$ cat src/rtl/cc_miss_req_unit.sv
// Miss request stage: one 8x64b WRAP AXI read burst per accepted line miss, miss address queued for the fill unit.
// AR valid one cycle after accept; requests stall while an AR is pending, the FIFO is full or too many fills are outstanding.

module cc_miss_fifo #(
    parameter int W     = 32,
    parameter int DEPTH = 4
) (
    input  logic         clk,
    input  logic         rst,
    input  logic         push,
    input  logic [W-1:0] push_dat,
    input  logic         pop,
    output logic         full,
    output logic         empty,
    output logic [W-1:0] rdata
);
    localparam int AW = $clog2(DEPTH);

    logic [AW:0]  wr_ptr;
    logic [AW:0]  rd_ptr;
    logic [W-1:0] mem [DEPTH];

    assign full  = (wr_ptr[AW] != rd_ptr[AW]) && (wr_ptr[AW-1:0] == rd_ptr[AW-1:0]);
    assign empty = (wr_ptr == rd_ptr);
    assign rdata = mem[rd_ptr[AW-1:0]];

    always_ff @(posedge clk) begin
        if (rst) begin
            wr_ptr <= '0;
            rd_ptr <= '0;
            for (int i = 0; i < DEPTH; i++) begin
                mem[i] <= '0;
            end
        end else begin
            if (push && !full) begin
                mem[wr_ptr[AW-1:0]] <= push_dat;
                wr_ptr <= wr_ptr + 1'b1;
            end
            if (pop && !empty) begin
                rd_ptr <= rd_ptr + 1'b1;
            end
        end
    end
endmodule

module cc_miss_req_unit #(
    parameter int FIFO_DEPTH      = 4,
    parameter int MAX_OUTSTANDING = 4
) (
    input  logic        clk,
    input  logic        rst,
    input  logic        miss_req_valid_i,
    input  logic [31:0] miss_req_addr_i,
    output logic        miss_req_ready_o,
    output logic        mem_arvalid_o,
    input  logic        mem_arready_i,
    output logic [31:0] mem_araddr_o,
    output logic [3:0]  mem_arlen_o,
    output logic [2:0]  mem_arsize_o,
    output logic [1:0]  mem_arburst_o,
    input  logic        mem_rlast_i,
    input  logic        mem_rvalid_i,
    input  logic        mem_rready_i,
    output logic        miss_addr_fifo_empty_o,
    output logic [31:0] miss_addr_fifo_rdata_o,
    input  logic        miss_addr_fifo_rden_i
);
    localparam int OW = $clog2(MAX_OUTSTANDING + 1);
    localparam logic [OW-1:0] MAX_CNT = OW'(MAX_OUTSTANDING);

    typedef enum logic {IDLE, AR_WAIT} state_t;

    state_t        state;
    logic [OW-1:0] outstanding;
    logic          fifo_full;
    logic          accept;
    logic          fill_done;
    logic [31:0]   line_addr;

    assign mem_arlen_o   = 4'd7;
    assign mem_arsize_o  = 3'b011;
    assign mem_arburst_o = 2'b10;

    // Word offset [5:3] survives so the fill unit can rotate the critical-word-first wrap.
    assign line_addr = miss_req_addr_i & 32'hFFFF_FFF8;

    assign miss_req_ready_o = (state == IDLE) && !fifo_full && (outstanding < MAX_CNT);
    assign accept           = miss_req_valid_i && miss_req_ready_o;
    // A stray rlast with nothing outstanding is dropped rather than underflowing.
    assign fill_done        = mem_rvalid_i && mem_rready_i && mem_rlast_i && (outstanding != '0);

    always_ff @(posedge clk) begin
        if (rst) begin
            state         <= IDLE;
            mem_arvalid_o <= 1'b0;
            mem_araddr_o  <= '0;
            outstanding   <= '0;
        end else begin
            case (state)
                IDLE: begin
                    if (accept) begin
                        mem_araddr_o  <= line_addr;
                        mem_arvalid_o <= 1'b1;
                        state         <= AR_WAIT;
                    end
                end
                AR_WAIT: begin
                    if (mem_arready_i) begin
                        mem_arvalid_o <= 1'b0;
                        state         <= IDLE;
                    end
                end
                default: begin
                    mem_arvalid_o <= 1'b0;
                    state         <= IDLE;
                end
            endcase

            if (accept && !fill_done) begin
                outstanding <= outstanding + 1'b1;
            end else if (!accept && fill_done) begin
                outstanding <= outstanding - 1'b1;
            end
        end
    end

    cc_miss_fifo #(
        .W     (32),
        .DEPTH (FIFO_DEPTH)
    ) u_miss_fifo (
        .clk      (clk),
        .rst      (rst),
        .push     (accept),
        .push_dat (line_addr),
        .pop      (miss_addr_fifo_rden_i),
        .full     (fifo_full),
        .empty    (miss_addr_fifo_empty_o),
        .rdata    (miss_addr_fifo_rdata_o)
    );
endmodule

$ cat config.mk
export PLATFORM = sky130hd
export DESIGN_NAME = cc_miss_req_unit
export DESIGN_NICKNAME = d
export VERILOG_FILES = /design/src/rtl/cc_miss_req_unit.sv
export SDC_FILE = /design/constraint.sdc
export NUM_CORES = 1
export LEC_CHECK = 0
export CORE_MARGIN = 4
export CORE_UTILIZATION = 40
export DETAILED_ROUTE_END_ITERATION = 6
export DONT_BUFFER_PORTS = 1
export GPL_TIMING_DRIVEN = 0
export RECOVER_POWER = 100
export SLEW_MARGIN = 30
export SYNTH_ARGS = -nofsm -noshare
export SYNTH_HDL_FRONTEND = slang
export SYNTH_SLANG_ARGS = --single-unit
$ cat constraint.sdc
create_clock -name clk -period 5.2 [get_ports clk]
set_clock_uncertainty 0.15 [all_clocks]
set_input_delay 1.04 -clock clk [delete_from_list [all_inputs] [get_ports clk]]
set_output_delay 1.04 -clock clk [all_outputs]
set_load 0.05 [all_outputs]
Word-level counts from Yosys, hierarchy flattened

Memory sizes are Yosys's and may differ from the RTL's. A register that Yosys moved wholly into a read port is not among the register bits.
Index checks and enable logic that the tools add are counted.

Latch bits: 0
Memory bits (writable): 116
Logic and storage cells: 56
Bits in registers: 40
Bits in read-only memories: 0
Memories kept: 1

Memories:

| memory          | words | bits a word | read ports | clocked after memory_dff | write ports | line | source |
|---|---|---|---|---|---|---|---|
| u_miss_fifo.mem | 4     | 29          | 1          | 1                        | 4           | 21   | `logic [W-1:0] mem [DEPTH];` |

Divide/modulo/power cells: 0
$lt $le $gt $ge: 1
$add $sub $neg: 4
Multipliers: 0
Reductions and logical operators: 20
Bitwise logic cells: 1
Equal/unequal tests: 5
Mux-type cells: 18
Shifts and indexed selects: 0

Operators by type and width:

| operator              | number |
|---|---|
| $mux W29              | 1 |
| $reduce_or A29 Y1     | 1 |
| $logic_and A1 B1 Y1   | 11 |
| $mux W1               | 10 |
| $add A3 B1 Y3 const B | 3 |
| $mux W2               | 3 |
| $mux W3               | 2 |
| $logic_not A1 Y1      | 4 |
| $ne A2 B2 Y1 const B  | 2 |
| $pmux W1 S2           | 2 |
| $reduce_and A2 Y1     | 2 |
| $eq A3 B3 Y1          | 1 |
| $lt A3 B3 Y1 const B  | 1 |
| $reduce_bool A3 Y1    | 1 |
| $sub A3 B1 Y3 const B | 1 |
| $eq A2 B2 Y1          | 1 |
| $reduce_bool A2 Y1    | 1 |
| $ne A1 B1 Y1          | 1 |
| $not A1 Y1            | 1 |

Depth between registers and ports, before layout

Gate-level depths: netlist of the first run.

Depth in word-level cells: 12
Mapped depth: 11
Mapped depth without buffers: 9

By module

A second synthesis of the first run with hierarchy kept.

Cell total of the unflattened synthesis: 585
Area, all modules: 7295.7 um2

By module, submodules not included:

| module           | area an instance (um2) | instances | cells each | sequential area each (um2) |
|---|---|---|---|---|
| cc_miss_fifo     | 5944.5                 | 1         | 419        | 4003.8 |
| cc_miss_req_unit | 1351.3                 | 1         | 166        | 680.7 |

Worst setup path before layout of the first run

No wires, ideal clock.

Path kind: input-to-reg
Start point: in miss_req_valid_i
End point: mem u_miss_fifo.mem[0][0] (netlist name), enable pin
Setup slack: 1.206 ns
Arrival: 3.384 ns
Setup time: 0.460 ns
Buffers on the path: 0
Cell stages on the path: 2
Cells stage by stage: o311ai_4 o31ai_1

RTL lines:

| what               | line | source |
|---|---|---|
| start: declaration | 52   | `input logic miss_req_valid_i,` |
| end: declaration   | 21   |  |

==> results of run 1 <==
==> per-layer routing <==
layer / vias to the layer above / global-route usage, % / routed length (µm) / share of wire [%]
li1: 1895 / - / - / -
met1: 2102 / 21.8 / 6680 / 41
met2: 134 / 27.9 / 8160 / 50
met3: 20 / 5.69 / 1300 / 7.9
met4: 0 / 5.61 / 250 / 1.5
met5: - / 0 / 0 / 0
==> tightest hold or removal path, stage by stage, from the launching register on <==
cell and delay, ns:
dfxtp_1 0.33, nand2b_1 0.07, a21oi_1 0.07
==> cell families after synthesis <==
logic type | synth area share [%]
buffers and inverters | 6.02
xor gates and xnor gates | 1.08
adders and majority gates | 0.831
other | 0.108
DFF | 62.4
muxes | 10.5
AOI/OAI and AO/OA | 9.02
and+or+nand+nor | 9.99
==> power by group through the flow <==
stage	Combinational, mW	Clock, mW	Sequential [mW]
finish	1.49	1.14	1.78
detailed placement	1.59	0	1.81
global route	1.60	1.22	1.80
global placement	1.50	0	1.81
floorplan	1.26	0	1.79
CTS	1.60	1.16	1.78
==> layout by cell type, fill, tap and decap left out, drive strengths merged, types with 5 or more instances in the layout <==
cell	Yosys	routed
buf	37	26
clkbuf	12	54
conb	2	15
dfxtp	42	42
edfxtp	116	116
inv	32	38
mux4	29	29
nand2	34	34
nor2	122	122
o32ai	29	29
xor2	5	5
==> cell type report <==
type	instances	area, µm²	area share, %
plain buffers	49	260	3.37
clock buffers	20	457	5.91
clock inverters	12	83.8	1.09
inverters	33	124	1.60
multi-input cells	281	2110	27.4
flip-flops and latches	158	4320	56.0
well taps	220	275	3.56
repair buffers	11	86.3	1.12
==> final timing paths <==
check,start,endpoint,slack [ns]
worst min-delay path,state,state,0.37
worst min register to register,state,state,0.37
worst max-delay path,u_miss_fifo.wr_ptr[0],u_miss_fifo.mem[1][21],1.11
worst max register to register,u_miss_fifo.wr_ptr[0],u_miss_fifo.mem[1][21],1.11
==> flip-flops by register name (all words and copies together), names as in the netlist, named ones only <==
register	count
u_miss_fifo.mem	116
u_miss_fifo.wr_ptr	3
mem_arvalid_o	1
state	1
u_miss_fifo.rd_ptr	3
mem_araddr_o	29
outstanding	3
==> reports/qor.yml, run 1 <==
status: "finished with violations"
violations: "max-capacitance violations, max-slew violations"
power_mw: 4.41
drc: 0
p_int_mw: 2.60
crit_fanout: 11
grt_pass1_wl_mm: 25.0
p_clk_share_pct: 25.9
ys_seq_elements: 158
layout_min_cycle_time_ns: 4.09
finalMaxSlewViolations: 11
antenna_found_initial: 0
combPwrFrac_pct: 33.7
rr_worst_depth: 6
synth_edf_count: 116
swShare_pct: 41.1
layout_setup_ws_ns: 1.11
ctsHtreeMaxLevel: 4
fin_tns_setup_ns: 0
layoutNonFillerInstCount: 784
avgViaCountPerCell: 5.29
relSlewSlack_pct: -32.7
cts.reportedPaths.clkPinSlew_ns: 0.06
placed_cell_area_um2: 7460
post_drt_wl_per_cell_um: 20.9
finalCritPeriodShare_pct: 78.6
hold_buffers: 0
fmax_ghz: 0.245
post-route-util_pct: 46.1
crit_cells: 6
synthTopCellsByCount: "122 x nor2_1, 116 x edfxtp_1, 42 x dfxtp_1, 34 x nand2_1, 31 x inv_1"
path_class: "reg -> reg"
post_cts_buffers: 0
crit_family: "compound AO/OA/AOI/OAI gates"
grt_max_degree: 17
dieArea_um2: 19500
arrival_ns: 4.07
path_cells: "clkbuf_1 > xor2_1 > o311ai_4 > o21ai_0 > buf_8 > buf_8"
initial_core_util_pct: 41.3
cp_slowest_cell: "o21ai_0"
wl_mm: 16.4
vias: 4151
holdWs_ns: 0.365
hold_violations: 0
ant_nets: 0
synth_ff_type: "edfxtp_1"
design.core.area_um2: 16800
preCtsSetupSlack_ns: 1.84
synth_area_leader_cell: "edfxtp_1"
yosys_warnings: 0
critPathMaxStageDelay_ns: 1.54
rsz0062_at_grt: "no"
grt.overflow.total: 0
num_rows: 47
yosys.area.top_type_share_pct: 50.3
drive_gt1_share_pct: 18.6
max-clock-path-buffers: 2
fill_cells: 1543
final_nets: 595
root_buffer: "clkbuf_16"
pin_count: 116
yosysMostFrequentCell: "nor2_1"
p_sw_mw: 1.81
cp-end-kind: "flip-flop"
syn_area_um2: 6930
seq_area_frac_synth_pct: 62.4
critPathLaunchType: "flip-flop"
die_x_um: 140
grt_usage_pct: 17.1
grt_pass1_vias: 4247
gp_congestion: 0.760
ctsResizeCount: 0
clk_latency_ns: 0.43
worst_pin_slew_ns: 1.97
syn_inst: 508
die_h_um: 140
cts_made_buffers: 17
power_density_nw_per_um2: 571
ir_drop_mv: 0.289
drtIter0Drc: 253
setup_violations: 0
area_growth_pct: 11.5
syn_avg_cell_area_um2: 13.6
p_leak_nw: 2.78
path_buf_inv: 3
cts_tree: "built"
synth_cell_types: 41
diodes: 0
maxCapViolations: 1
final_area_um2: 7720
p_seq_share_pct: 40.4
hold_path_class: "reg -> reg"
cp.required_ns: 5.18
dpl.hpwl_mm: 11.2
port_buffers: 0
synthArstFlopShare_pct: 0
numClockSinks: 158
synth_area_leaders: "edfxtp_1 50%, dfxtp_1 12%, mux4_2 9.4%"
first_pass_iters: 4
crit_top_cell: "buf_8"
numPlacedInstances: 752
whs_path_depth: 2
Power figures use the tool's default switching activity.
==> run 2: changes to the inputs <==
- clock period: 5.2 -> 3.5 ns (I/O delays scaled with it)
==> reports/qor.yml, run 2 (same netlist as run 1, synthesis figures left out) <==
hold_path_class: "in -> reg"
rsz0062_at_grt: "no"
drc: 0  # unchanged
finalCritPeriodShare_pct: 93.7
layout_commonest_cell: "nor2_1"
path_cells: "clkbuf_1 > clkbuf_1 > mux4_2"
grt_usage_pct: 17.5  # +0.37 points
critPathLaunchType: "flip-flop"
cp.required_ns: 2.65  # -2.53 ns
cts_tree: "built"
root_buffer: "clkbuf_16"
grt_pass1_wl_mm: 25.5  # +2.0%
dieArea_um2: 19500  # unchanged
initial_core_util_pct: 41.3  # unchanged
grt_pass1_vias: 4411  # +3.9%
fmax_ghz: 0.305
holdWs_ns: 0.307  # -0.0578 ns
arrival_ns: 2.43  # -1.64 ns
crit_fanout: 10  # -1
clk_latency_ns: 0.43  # about the same
preCtsSetupSlack_ns: 0.258  # -1.58 ns
ant_nets: 0  # unchanged
vias: 4115  # -0.87%
status: "finished clean"
met3_usage_pct: 6.07  # +0.38 points
cp-end-kind: "primary output"
max-clock-path-buffers: 2  # unchanged
port_buffers: 0  # unchanged
numPlacedInstances: 752  # unchanged
cp_slowest_cell: "clkbuf_1"
top_register: "u_miss_fifo.mem"
use_met2_pct: 30.0  # +2.1 points
antenna_found_initial: 0  # unchanged
final_area_um2: 7760  # +0.47%
finalMaxSlewViolations: 0  # -11
diodes: 0  # unchanged
layout_min_cycle_time_ns: 3.28
drive_gt1_share_pct: 19.0  # +0.35 points
fin_tns_setup_ns: 0  # unchanged
critPathMaxStageDelay_ns: 0.59  # -0.95 ns
grt_max_degree: 17  # unchanged
top_usage_layer: "met2"
cts.reportedPaths.clkPinSlew_ns: 0.06  # about the same
grt.overflow.total: 0  # unchanged
num_rows: 47  # unchanged
crit_top_cell: "clkbuf_1"
crit_family: "buffers and inverters"
maxCapViolations: 0  # -1
fill_cells: 1543  # unchanged
path_buf_inv: 2  # -1
worst_pin_slew_ns: 1.04  # -0.925 ns
met1_usage_pct: 20.9  # -0.93 points
setup_violations: 0  # unchanged
path_class: "reg -> out"
ctsHtreeMaxLevel: 4  # unchanged
layout_setup_ws_ns: 0.219  # -0.893 ns
numClockSinks: 158  # unchanged
post_cts_buffers: 0  # unchanged
p_leak_nw: 2.80  # +0.82%
avgViaCountPerCell: 5.25  # -0.87%
final_nets: 595  # unchanged
dpl.hpwl_mm: 11.5  # +3.0%
largest_reg_flops: 116  # unchanged
drtIter0Drc: 379  # +50%
die_x_um: 140  # unchanged
ir_drop_mv: 0.386  # +33%
relSlewSlack_pct: 30.3  # +63 points
power_density_nw_per_um2: 849  # +49%
post_drt_wl_per_cell_um: 21.4  # +2.6%
first_pass_iters: 5  # +1
layoutNonFillerInstCount: 784  # unchanged
die_h_um: 140  # unchanged
final_cell_mix: "122 x nor2_1, 116 x edfxtp_1, 42 x dfxtp_1, 34 x nand2_1, 33 x clkbuf_1"
gp_congestion: 0.738  # -2.8%
area_growth_pct: 12.1
ctsResizeCount: 0  # unchanged
cts_made_buffers: 17  # unchanged
design.core.area_um2: 16800  # unchanged
largest_registers: "u_miss_fifo.mem x116, mem_araddr_o x29"
hold_buffers: 0  # unchanged
hold_violations: 0  # unchanged
placed_cell_area_um2: 7500  # +0.62%
pin_count: 116  # unchanged
wl_mm: 16.8  # +2.6%
==> run 2: metrics by stage <==
step	utilization (%)	power, mW
finish	46.3	6.59
global placement	43.3	4.92
detailed placement	44.8	5.07
CTS	48.0	6.76
floorplan	-	4.53
global route	46.3	6.87
==> run 2: worst paths after layout <==
kind                         start  depth (start not counted)  slack [ns]                    endpoint
max                      flip-flop                          3        0.22  miss_addr_fifo_rdata_o[23]
min                  mem_arready_i                          2        0.31               mem_arvalid_o
max reg2reg  u_miss_fifo.wr_ptr[1]                          7        0.31      u_miss_fifo.mem[0][28]
min reg2reg                  state                          2        0.35                       state
==> run 2: power breakdown <==
| part | switching [mW] | internal, mW | leakage, nW |
|---|---|---|---|
| Combinational | 1.65 | 0.596 | 0.986 |
| Sequential | 0.320 | 2.33 | 1.55 |
| Clock | 0.700 | 0.998 | 0.263 |
| Total | 2.67 | 3.92 | 2.80 |
==> run 2: per-layer routing <==
layer  vias up  wire length (µm)
met5         -                 0
li1       1886                 -
met4         0               202
met3        19              1430
met1      2071              6560
met2       139              8630
==> run 2: cell type report <==
cell class                 instances  area [µm²]  share of cell area (%)
buffer                            49         270                    3.48
clock buffer                      27         513                    6.61
clock inverter                     5        30.0                   0.387
inverter                          33         124                    1.60
multi-input combinational        281        2110                    27.2
sequential                       158        4320                    55.7
tap                              220         275                    3.55
timing repair buffer              11         111                    1.43
==> run 2: worst reg2reg max path, cell delays in order, from the launching register on <==
cell	delay, ns
dfxtp_1	0.32
buf_2	0.24
xor2_2	0.47
o311ai_4	0.23
o31ai_4	0.48
clkbuf_1	0.39
clkbuf_2	0.40
buf_6	0.22
